==> src/rtl/brick_pkg.sv <==
// Shared brick-field geometry, state encoding and health type for the brick pipeline.
package brick_pkg;

  localparam int unsigned COLS         = 10;
  localparam int unsigned ROWS         = 4;
  localparam int unsigned BRICK_W_LOG2 = 5;
  localparam int unsigned BRICK_H_LOG2 = 4;
  localparam int unsigned ORIGIN_X     = 0;
  localparam int unsigned ORIGIN_Y     = 32;

  localparam int unsigned NUM_BRICKS = COLS * ROWS;
  localparam int unsigned IDX_W      = $clog2(NUM_BRICKS);
  localparam int unsigned COL_W      = $clog2(COLS);
  localparam int unsigned ROW_W      = $clog2(ROWS);

  typedef logic [1:0] health_t;

  typedef enum logic [2:0] {
    StInitIssue,
    StInitWait,
    StIdle,
    StCheck1,
    StWait1,
    StCheck2,
    StWait2
  } state_e;

endpackage

==> src/rtl/brick_locate.sv <==
// Combinational pixel-to-brick converter: grid index, in-grid flag and brick top-left corner.
module brick_locate
  import brick_pkg::*;
(
  input  logic [9:0]       x,
  input  logic [9:0]       y,
  output logic [IDX_W-1:0] idx,
  output logic             in_grid,
  output logic [9:0]       brick_x,
  output logic [9:0]       brick_y
);

  logic [10:0] dx, dy;
  logic [9:0]  col, row;

  always_comb begin
    // Extra MSB flags coordinates left of / above the grid origin.
    dx      = {1'b0, x} - 11'(ORIGIN_X);
    dy      = {1'b0, y} - 11'(ORIGIN_Y);
    col     = dx[9:0] >> BRICK_W_LOG2;
    row     = dy[9:0] >> BRICK_H_LOG2;
    in_grid = !dx[10] && !dy[10] && (col < 10'(COLS)) && (row < 10'(ROWS));
    idx     = IDX_W'(row * 10'(COLS) + col);
    brick_x = 10'(ORIGIN_X) + (col << BRICK_W_LOG2);
    brick_y = 10'(ORIGIN_Y) + (row << BRICK_H_LOG2);
  end

endmodule

==> src/rtl/brick_health_ctrl.sv <==
// Brick field owner: initial paint, collision-driven health decrements, hit pulses and
// one redraw request per changed brick.
module brick_health_ctrl
  import brick_pkg::*;
#(
  parameter int unsigned INIT_HEALTH = 3
) (
  input  logic       clk,
  input  logic       reset,
  input  logic [9:0] col_x1,
  input  logic [9:0] col_y1,
  input  logic       collided_1,
  input  logic [9:0] col_x2,
  input  logic [9:0] col_y2,
  input  logic       collided_2,
  output logic       hit_1,
  output logic       hit_2,
  output logic       draw_start,
  output logic [9:0] brick_x,
  output logic [9:0] brick_y,
  output logic [1:0] health,
  input  logic       draw_done,
  output logic [5:0] bricks_left,
  output logic       all_clear
);

  state_e           state_q, state_d;
  logic [IDX_W-1:0] idx_q, idx_d;
  logic [COL_W-1:0] init_col_q, init_col_d;
  logic [ROW_W-1:0] init_row_q, init_row_d;
  health_t          brick_hp_q [NUM_BRICKS];
  logic [5:0]       bricks_left_q;

  logic             pend_1_q, pend_1_d, pend_2_q, pend_2_d;
  logic [9:0]       px_1_q, py_1_q, px_2_q, py_2_q;
  logic             init_st, cap_1, cap_2;

  logic             hit_1_q, hit_1_d, hit_2_q, hit_2_d;
  logic             draw_start_q, draw_start_d;
  logic [9:0]       brick_x_q, brick_x_d, brick_y_q, brick_y_d;
  health_t          health_out_q, health_out_d;

  logic [9:0]       loc_x, loc_y, loc_bx, loc_by;
  logic [IDX_W-1:0] loc_idx;
  logic             loc_in_grid;
  health_t          cur_h;
  logic             wr_en;

  assign loc_x = (state_q == StCheck2) ? px_2_q : px_1_q;
  assign loc_y = (state_q == StCheck2) ? py_2_q : py_1_q;

  brick_locate u_locate (
    .x       (loc_x),
    .y       (loc_y),
    .idx     (loc_idx),
    .in_grid (loc_in_grid),
    .brick_x (loc_bx),
    .brick_y (loc_by)
  );

  assign cur_h = brick_hp_q[loc_idx];

  always_comb begin
    init_st = (state_q == StInitIssue) || (state_q == StInitWait);
    cap_1   = collided_1 && !pend_1_q && !init_st;
    cap_2   = collided_2 && !pend_2_q && !init_st;
  end

  always_comb begin
    state_d      = state_q;
    idx_d        = idx_q;
    init_col_d   = init_col_q;
    init_row_d   = init_row_q;
    hit_1_d      = 1'b0;
    hit_2_d      = 1'b0;
    draw_start_d = 1'b0;
    brick_x_d    = brick_x_q;
    brick_y_d    = brick_y_q;
    health_out_d = health_out_q;
    wr_en        = 1'b0;

    case (state_q)
      StInitIssue: begin
        draw_start_d = 1'b1;
        brick_x_d    = 10'(ORIGIN_X) + (10'(init_col_q) << BRICK_W_LOG2);
        brick_y_d    = 10'(ORIGIN_Y) + (10'(init_row_q) << BRICK_H_LOG2);
        health_out_d = health_t'(INIT_HEALTH);
        state_d      = StInitWait;
      end
      StInitWait: begin
        if (draw_done) begin
          if (idx_q == IDX_W'(NUM_BRICKS - 1)) begin
            state_d = StIdle;
          end else begin
            idx_d   = idx_q + IDX_W'(1);
            state_d = StInitIssue;
            if (init_col_q == COL_W'(COLS - 1)) begin
              init_col_d = '0;
              init_row_d = init_row_q + ROW_W'(1);
            end else begin
              init_col_d = init_col_q + COL_W'(1);
            end
          end
        end
      end
      StIdle: begin
        if (pend_1_q || collided_1) begin
          state_d = StCheck1;
        end else if (pend_2_q || collided_2) begin
          state_d = StCheck2;
        end
      end
      StCheck1, StCheck2: begin
        if (loc_in_grid && (cur_h != 2'd0)) begin
          wr_en        = 1'b1;
          hit_1_d      = (state_q == StCheck1);
          hit_2_d      = (state_q == StCheck2);
          draw_start_d = 1'b1;
          brick_x_d    = loc_bx;
          brick_y_d    = loc_by;
          health_out_d = cur_h - 2'd1;
          state_d      = (state_q == StCheck1) ? StWait1 : StWait2;
        end else begin
          state_d = StIdle;
        end
      end
      StWait1, StWait2: begin
        if (draw_done) state_d = StIdle;
      end
      default: state_d = StInitIssue;
    endcase

    // A latch set in the same cycle its check state is entered is consumed by that check.
    if (state_d == StCheck1 && state_q != StCheck1) begin
      pend_1_d = 1'b0;
    end else begin
      pend_1_d = pend_1_q | cap_1;
    end
    if (state_d == StCheck2 && state_q != StCheck2) begin
      pend_2_d = 1'b0;
    end else begin
      pend_2_d = pend_2_q | cap_2;
    end
  end

  always_ff @(posedge clk or posedge reset) begin
    if (reset) begin
      state_q      <= StInitIssue;
      idx_q        <= '0;
      init_col_q   <= '0;
      init_row_q   <= '0;
      pend_1_q     <= 1'b0;
      pend_2_q     <= 1'b0;
      px_1_q       <= '0;
      py_1_q       <= '0;
      px_2_q       <= '0;
      py_2_q       <= '0;
      hit_1_q      <= 1'b0;
      hit_2_q      <= 1'b0;
      draw_start_q <= 1'b0;
      brick_x_q    <= '0;
      brick_y_q    <= '0;
      health_out_q <= '0;
    end else begin
      state_q      <= state_d;
      idx_q        <= idx_d;
      init_col_q   <= init_col_d;
      init_row_q   <= init_row_d;
      pend_1_q     <= pend_1_d;
      pend_2_q     <= pend_2_d;
      hit_1_q      <= hit_1_d;
      hit_2_q      <= hit_2_d;
      draw_start_q <= draw_start_d;
      brick_x_q    <= brick_x_d;
      brick_y_q    <= brick_y_d;
      health_out_q <= health_out_d;
      if (cap_1) begin
        px_1_q <= col_x1;
        py_1_q <= col_y1;
      end
      if (cap_2) begin
        px_2_q <= col_x2;
        py_2_q <= col_y2;
      end
    end
  end

  always_ff @(posedge clk or posedge reset) begin
    if (reset) begin
      for (int i = 0; i < int'(NUM_BRICKS); i++) begin
        brick_hp_q[i] <= health_t'(INIT_HEALTH);
      end
      bricks_left_q <= 6'(NUM_BRICKS);
    end else if (wr_en) begin
      brick_hp_q[loc_idx] <= cur_h - 2'd1;
      if (cur_h == 2'd1 && bricks_left_q != 6'd0) begin
        bricks_left_q <= bricks_left_q - 6'd1;
      end
    end
  end

  assign hit_1       = hit_1_q;
  assign hit_2       = hit_2_q;
  assign draw_start  = draw_start_q;
  assign brick_x     = brick_x_q;
  assign brick_y     = brick_y_q;
  assign health      = health_out_q;
  assign bricks_left = bricks_left_q;
  assign all_clear   = (bricks_left_q == 6'd0);

endmodule

==> config.mk <==
export PLATFORM = sky130hd
export DESIGN_NAME = brick_health_ctrl
export DESIGN_NICKNAME = d
export VERILOG_FILES = /design/src/rtl/brick_pkg.sv /design/src/rtl/brick_locate.sv /design/src/rtl/brick_health_ctrl.sv
export SDC_FILE = /design/constraint.sdc
export NUM_CORES = 1
export LEC_CHECK = 0
export CAP_MARGIN = 20
export CORE_MARGIN = 2
export CORE_UTILIZATION = 27
export CTS_CLUSTER_SIZE = 14
export DETAILED_ROUTE_END_ITERATION = 8
export PLACE_DENSITY_LB_ADDON = 0.3
export SYNTH_ARGS = -nofsm -noshare
export SYNTH_HDL_FRONTEND = slang
export SYNTH_HIERARCHICAL = 1
export SYNTH_SLANG_ARGS = --single-unit
==> constraint.sdc <==
create_clock -name clk -period 6.8 [get_ports clk]
set_clock_uncertainty 0.15 [all_clocks]
set_input_delay 1.36 -clock clk [delete_from_list [all_inputs] [get_ports clk]]
set_output_delay 1.36 -clock clk [all_outputs]
set_load 0.005 [all_outputs]
Word level (Yosys, flattened, before mapping):

Index checks and enable logic that the tools add are counted.

* input port bits: 45
* register bits: 168
* word-level logic and storage cells: 150
* output and inout bits: 32

* $add $sub $neg: 9
* $mul: 1
* reduce and logical (&&, ||, !) cells: 29
* magnitude comparators: 4
* equal/unequal tests: 14
* muxes and demuxes: 32
* bitwise logic cells: 4

Operators by type and width (number)
* bitwise mux 80 bit: 1
* two-way mux 10 bit: 4
* case mux 10 bit (2 select lines): 2
* two-way mux 3 bit: 5
* case mux 3 bit (5 select lines): 1
* binary-select mux 2 bit (select 6 bit): 1
* demux 2 bit (select 6 bit): 1
* equality test 3 bit, second input constant: 4
* two-way mux 2 bit: 6
* logical AND 1 bit: 11
* subtractor 10 x 6 -> 11 bit, second input constant: 1
* adder 6 x 10 -> 10 bit, first input constant: 1
* equality test 3 x 2 -> 1 bit, second input constant: 3
* two-way mux 1 bit: 8
* adder 6 x 6 -> 7 bit, first input constant: 1
* greater-or-equal comparator 7 bit, second input constant: 1
* < comparator 7 x 1 -> 1 bit, second input constant: 1
* NOT 6 -> 7 bit: 1
* adder 6 x 1 -> 6 bit, second input constant: 1
* adder 6 x 5 -> 6 bit: 1
* equality test 6 bit, second input constant: 1
* logical NOT 6 bit: 1
* < comparator 6 x 3 -> 1 bit, second input constant: 1
* multiplier 6 x 3 -> 5 bit, second input constant: 1
* 25 further kinds: 34

Depth between registers and ports, before layout:

* depth in word-level cells: 16
* mapped depth: 27
* gate-level depth less buffers: 23

Hierarchy:

The synthesis kept the hierarchy.

Modules (own cells, without submodules)
* brick_health_ctrl: seq. area each 4306.6 um^2, cells an instance 699, times used 1, area an instance 8017.7 um^2
* brick_locate: seq. area each 0.0 um^2, cells an instance 70, times used 1, area an instance 520.5 um^2

Worst setup path before layout:

No wires, ideal clock.

* kind: reg-to-reg
* start point: reg state_q[2]
* end point: reg brick_hp_q[48] (netlist bit)
* arrival: 5.683 ns
* path buffers: 6
* setup time: 0.092 ns
* stages on the path, launching flop included: 26
* required time: 6.558 ns
* period minus slack after synthesis: 5.926 ns
* setup slack: 0.874 ns
* cells stage by stage: dfrtp_1 > clkbuf_1 > inv_1 > or2_2 > clkbuf_1 > mux2_2 > inv_1 > ha_1 > xor2_1 > ha_1 > ha_1 > ha_1 > a21oi_1 > xnor2_1 > or3b_4 > o2bb2ai_2 > buf_6 > nor3_1 > ha_1 > nand2b_1 > clkbuf_1 > or4_4 > buf_6 > buf_6 > o21ai_0 > o31ai_1

* cells in the longest elaborated chain, start to end: 13
* elaborated cells on any way between the ends: 28
* those cells by class: add/sub (3); mul (1); order compare (4); eq/ne (2); mux (10); bitwise (1); reduce/logical (7)

Ends and longest elaborated chain
* from (decl): line brick_health_ctrl.sv:27 `state_e state_q, state_d;`
* from (signal assigned): line brick_health_ctrl.sv:148 `state_q <= StInitIssue;`
* from (signal assigned): line brick_health_ctrl.sv:165 `state_q <= state_d;`
* equality test 3 bit *: line brick_health_ctrl.sv:50 `assign loc_y = (state_q == StCheck2) ? py_2_q : py_1_q;`
* two-way mux 10 bit *: line brick_health_ctrl.sv:50
* net loc_y[5]: line brick_health_ctrl.sv:43 `logic [9:0] loc_x, loc_y, loc_bx, loc_by;`
* subtractor 10 x 6 -> 11 bit *: line brick_locate.sv:19 `dy = {1'b0, y} - 11'(ORIGIN_Y);`
* multiplier 6 x 3 -> 5 bit *: line brick_locate.sv:23 `idx = IDX_W'(row * 10'(COLS) + col);`
* adder 6 x 5 -> 6 bit *: line brick_locate.sv:23
* net loc_idx[5]: line brick_health_ctrl.sv:44 `logic [IDX_W-1:0] loc_idx;`
* NOT 6 -> 7 bit (implied by the code) *: line brick_health_ctrl.sv:61, brick_health_ctrl.sv:195
* binary-select mux 2 bit (select 6 bit): line brick_health_ctrl.sv:61 `assign cur_h = brick_hp_q[loc_idx];`
* two-way mux 2 bit (implied by the code) (2 in series): line brick_health_ctrl.sv:61
* nonzero test 2 bit: line brick_health_ctrl.sv:114 `if (loc_in_grid && (cur_h != 2'd0)) begin`
* logical AND 1 bit: line brick_health_ctrl.sv:114
* two-way mux 1 bit: line brick_health_ctrl.sv:114
* two-way mux 1 bit: line brick_health_ctrl.sv:82 `case (state_q)`
* to (signal, indexed assignment): line brick_health_ctrl.sv:191 `brick_hp_q[i] <= health_t'(INIT_HEALTH);`
* to (signal, indexed assignment): line brick_health_ctrl.sv:195 `brick_hp_q[loc_idx] <= cur_h - 2'd1;`
* to (decl): line brick_health_ctrl.sv:31 `health_t brick_hp_q [NUM_BRICKS];`

The timed path passes the listed nets; every way through them passes the cells marked *. The select of a mux whose other input is x is not followed.
A chain may end at the register's enable or synchronous reset.

Final worst setup path:

* start point: reg state_q[0]
* end point: reg brick_hp_q[62] (netlist bit)

Same word-level chain as after synthesis.

==> reports/results.ini <==
[setup_path]
required_ns=7.00
r2r-end=brick_hp_q[62]
setup.worst_path.start_class=flip-flop
critPathCaptureType=flip-flop
rr_worst_depth=20
rrSetupSlack_ns=0.55
worstPathMaxFanout=29
r2r_start=state_q[0]
crit_type=flip-flop to flip-flop
arrival_ns=6.45

[place]
post_dp_cell_area_mm2=0.008651
routabilityCongestion=0.7728
dp_hpwl_mm=12.27
pre_cts_ws_ns=0.5302
io_buffers=58

[job]
maxCapViolCount=0

[clocking]
cts_buffers=17
clock_latency_ns=0.43
cts_tree=done
hold_buffers=0
clock-sinks=150
clock_path_buffers=2
root_buffer=clkbuf_16
clkTransAtPathRegs_ns=0.07
h-tree-depth=4

[timing]
fin_tns_setup_ns=0
worstMarginPinSlew_ns=1.006
fin_crit_ns=6.252
rsz0062_at_grt=no
hold_violations=0
slew_violations=0
setup_viol=0
fin_crit_sh_pct=91.95
timing.fmax_mhz=159.9
fin_ws_ns=0.5477
max-slew-margin-rel_pct=32.61

[min_path]
hold_path.class=flip-flop to flip-flop
holdCritStartpoint=idx_q[5]
whs_endpoint=idx_q[5]
min_path_cells=1

[drt]
drc=0
wl_mm=18.75
via_per_inst=4.745
avgRoutedWirePerCell_um=16.26
via_count=5471
ant_nets=0
drt_iter0_drc=261
firstDrtPassIters=5

[global_route]
grt_pass1_wl_mm=30.86
grt_pass1_vias=5452
gr-usage-all-layers_pct=12.87
grt_max_degree=61
antenna_found_initial=0
overflow=0

[floorplan]
dieWidth_um=173.8
core_mm2=0.02855
die_y_um=173.8
initial_utilization_pct=27.27
die_area_mm2=0.03020
rows=62
pin_count=77

[power]
cellLeakagePower_nw=3.589
power.density_mw_per_mm2=531.8
max-vdd-ir-drop_mv=0.8402
total_power_mw=4.923

[synthesis]
avgSynthCellArea_um2=10.75
syn_inst=724
syn_area_mm2=0.007784
yosys_warnings=6

[final_layout]
finish.instance_area_mm2=0.009258
drive_gt1_share_pct=26.79
area_growth_pct=18.94
finalNetCount=815
diodes=0

[run_status]
status=finished clean

## worst max path at each step
stage | startpoint | to | cells past startpoint
floorplan | state_q[2] | brick_hp_q[48] | 25
global placement | state_q[0] | brick_hp_q[63] | 20
detailed placement | state_q[0] | brick_hp_q[63] | 20
CTS | state_q[0] | brick_hp_q[63] | 20
global route | state_q[0] | brick_hp_q[35] | 22
finish | state_q[0] | brick_hp_q[62] | 20
## metal layers
metal / track usage (%) / routed length (um)
met5: 0 / 0
met4: 2.941 / 180
met3: 2.522 / 722
met2: 20.32 / 8472
met1: 18.24 / 9372
## cells in the final DEF, fill, tap and decap left out, types with 7 or more instances in the layout
cell and count:
mux4_2 9, dfstp_2 82, clkbuf_16 17, o21ai_0 103
mux2i_1 16, nand2_1 41, a21oi_1 10, o31ai_1 70
conb_1 9, xnor2_1 12, xor2_1 15, inv_1 20
dfrtp_1 68, a22o_1 15, buf_4 26, nor3_1 7
clkdlybuf4s50_1 58, ha_1 13, mux2_2 37, nand3_1 8
nor2_1 26
## through the flow
step	utilization [%]	hold slack (ns)	instances
3_3_place_gp	30.30	0.3006	1120
3_5_place_dp	30.30	0.3032	1120
5_1_grt	32.43	0.3472	1153
6_report	32.43	0.3080	1153
4_1_cts	32.37	0.3126	1152
2_1_floorplan	-	0.2844	732
## power breakdown
part	internal, mW	switching [mW]	leakage, nW
logic	0.924	1.90	1.61
registers	1.04	0.0998	1.70
clock network	0.553	0.407	0.277
total	2.52	2.40	3.59
## sequential cells by signal, indices dropped and copies added, names as in the netlist
register and count:
brick_hp_q 80, brick_x 10, brick_y 10, bricks_left 6
draw_start 1, health 2, hit_1 1, hit_2 1
idx_q 6, init_col_q 4, init_row_q 2, pend_1_q 1
pend_2_q 1, px_1_q 5, px_2_q 5, py_1_q 6
py_2_q 6, state_q 3
## critical path, cell delays in order (launching register included)
cell	delay [ns]
dfrtp_1	0.61
nand2b_1	0.16
or2_2	0.38
mux2_2	0.31
inv_1	0.13
ha_1	0.28
xor2_1	0.17
ha_1	0.25
ha_1	0.29
ha_1	0.30
a21oi_1	0.18
xnor2_1	0.19
inv_1	0.12
nand3_1	0.15
nor2_1	0.55
nor3_1	0.11
ha_1	0.25
nand2b_1	0.30
or4_4	0.71
or2_2	0.37
o21ai_0	0.17
## what timing repair did
item,4_1_cts,5_1_grt
hold endpoints to repair,0,0
setup endpoints to repair,0,2
resized for setup,0,1
buffers inserted,0,0
## layout make-up
| type | instances | area (um2) |
|---|---|---|
| tap | 384 | 480.5 |
| sequential | 150 | 3856 |
| timing repair buffer | 85 | 787.0 |
| inverter | 22 | 87.58 |
| clock buffer | 18 | 439.2 |
| multi-input combinational | 480 | 3456 |
| clock inverter | 14 | 151.4 |
| fill | 2957 | 19290 |
No activity file was read; power rests on OpenSTA's default activity.
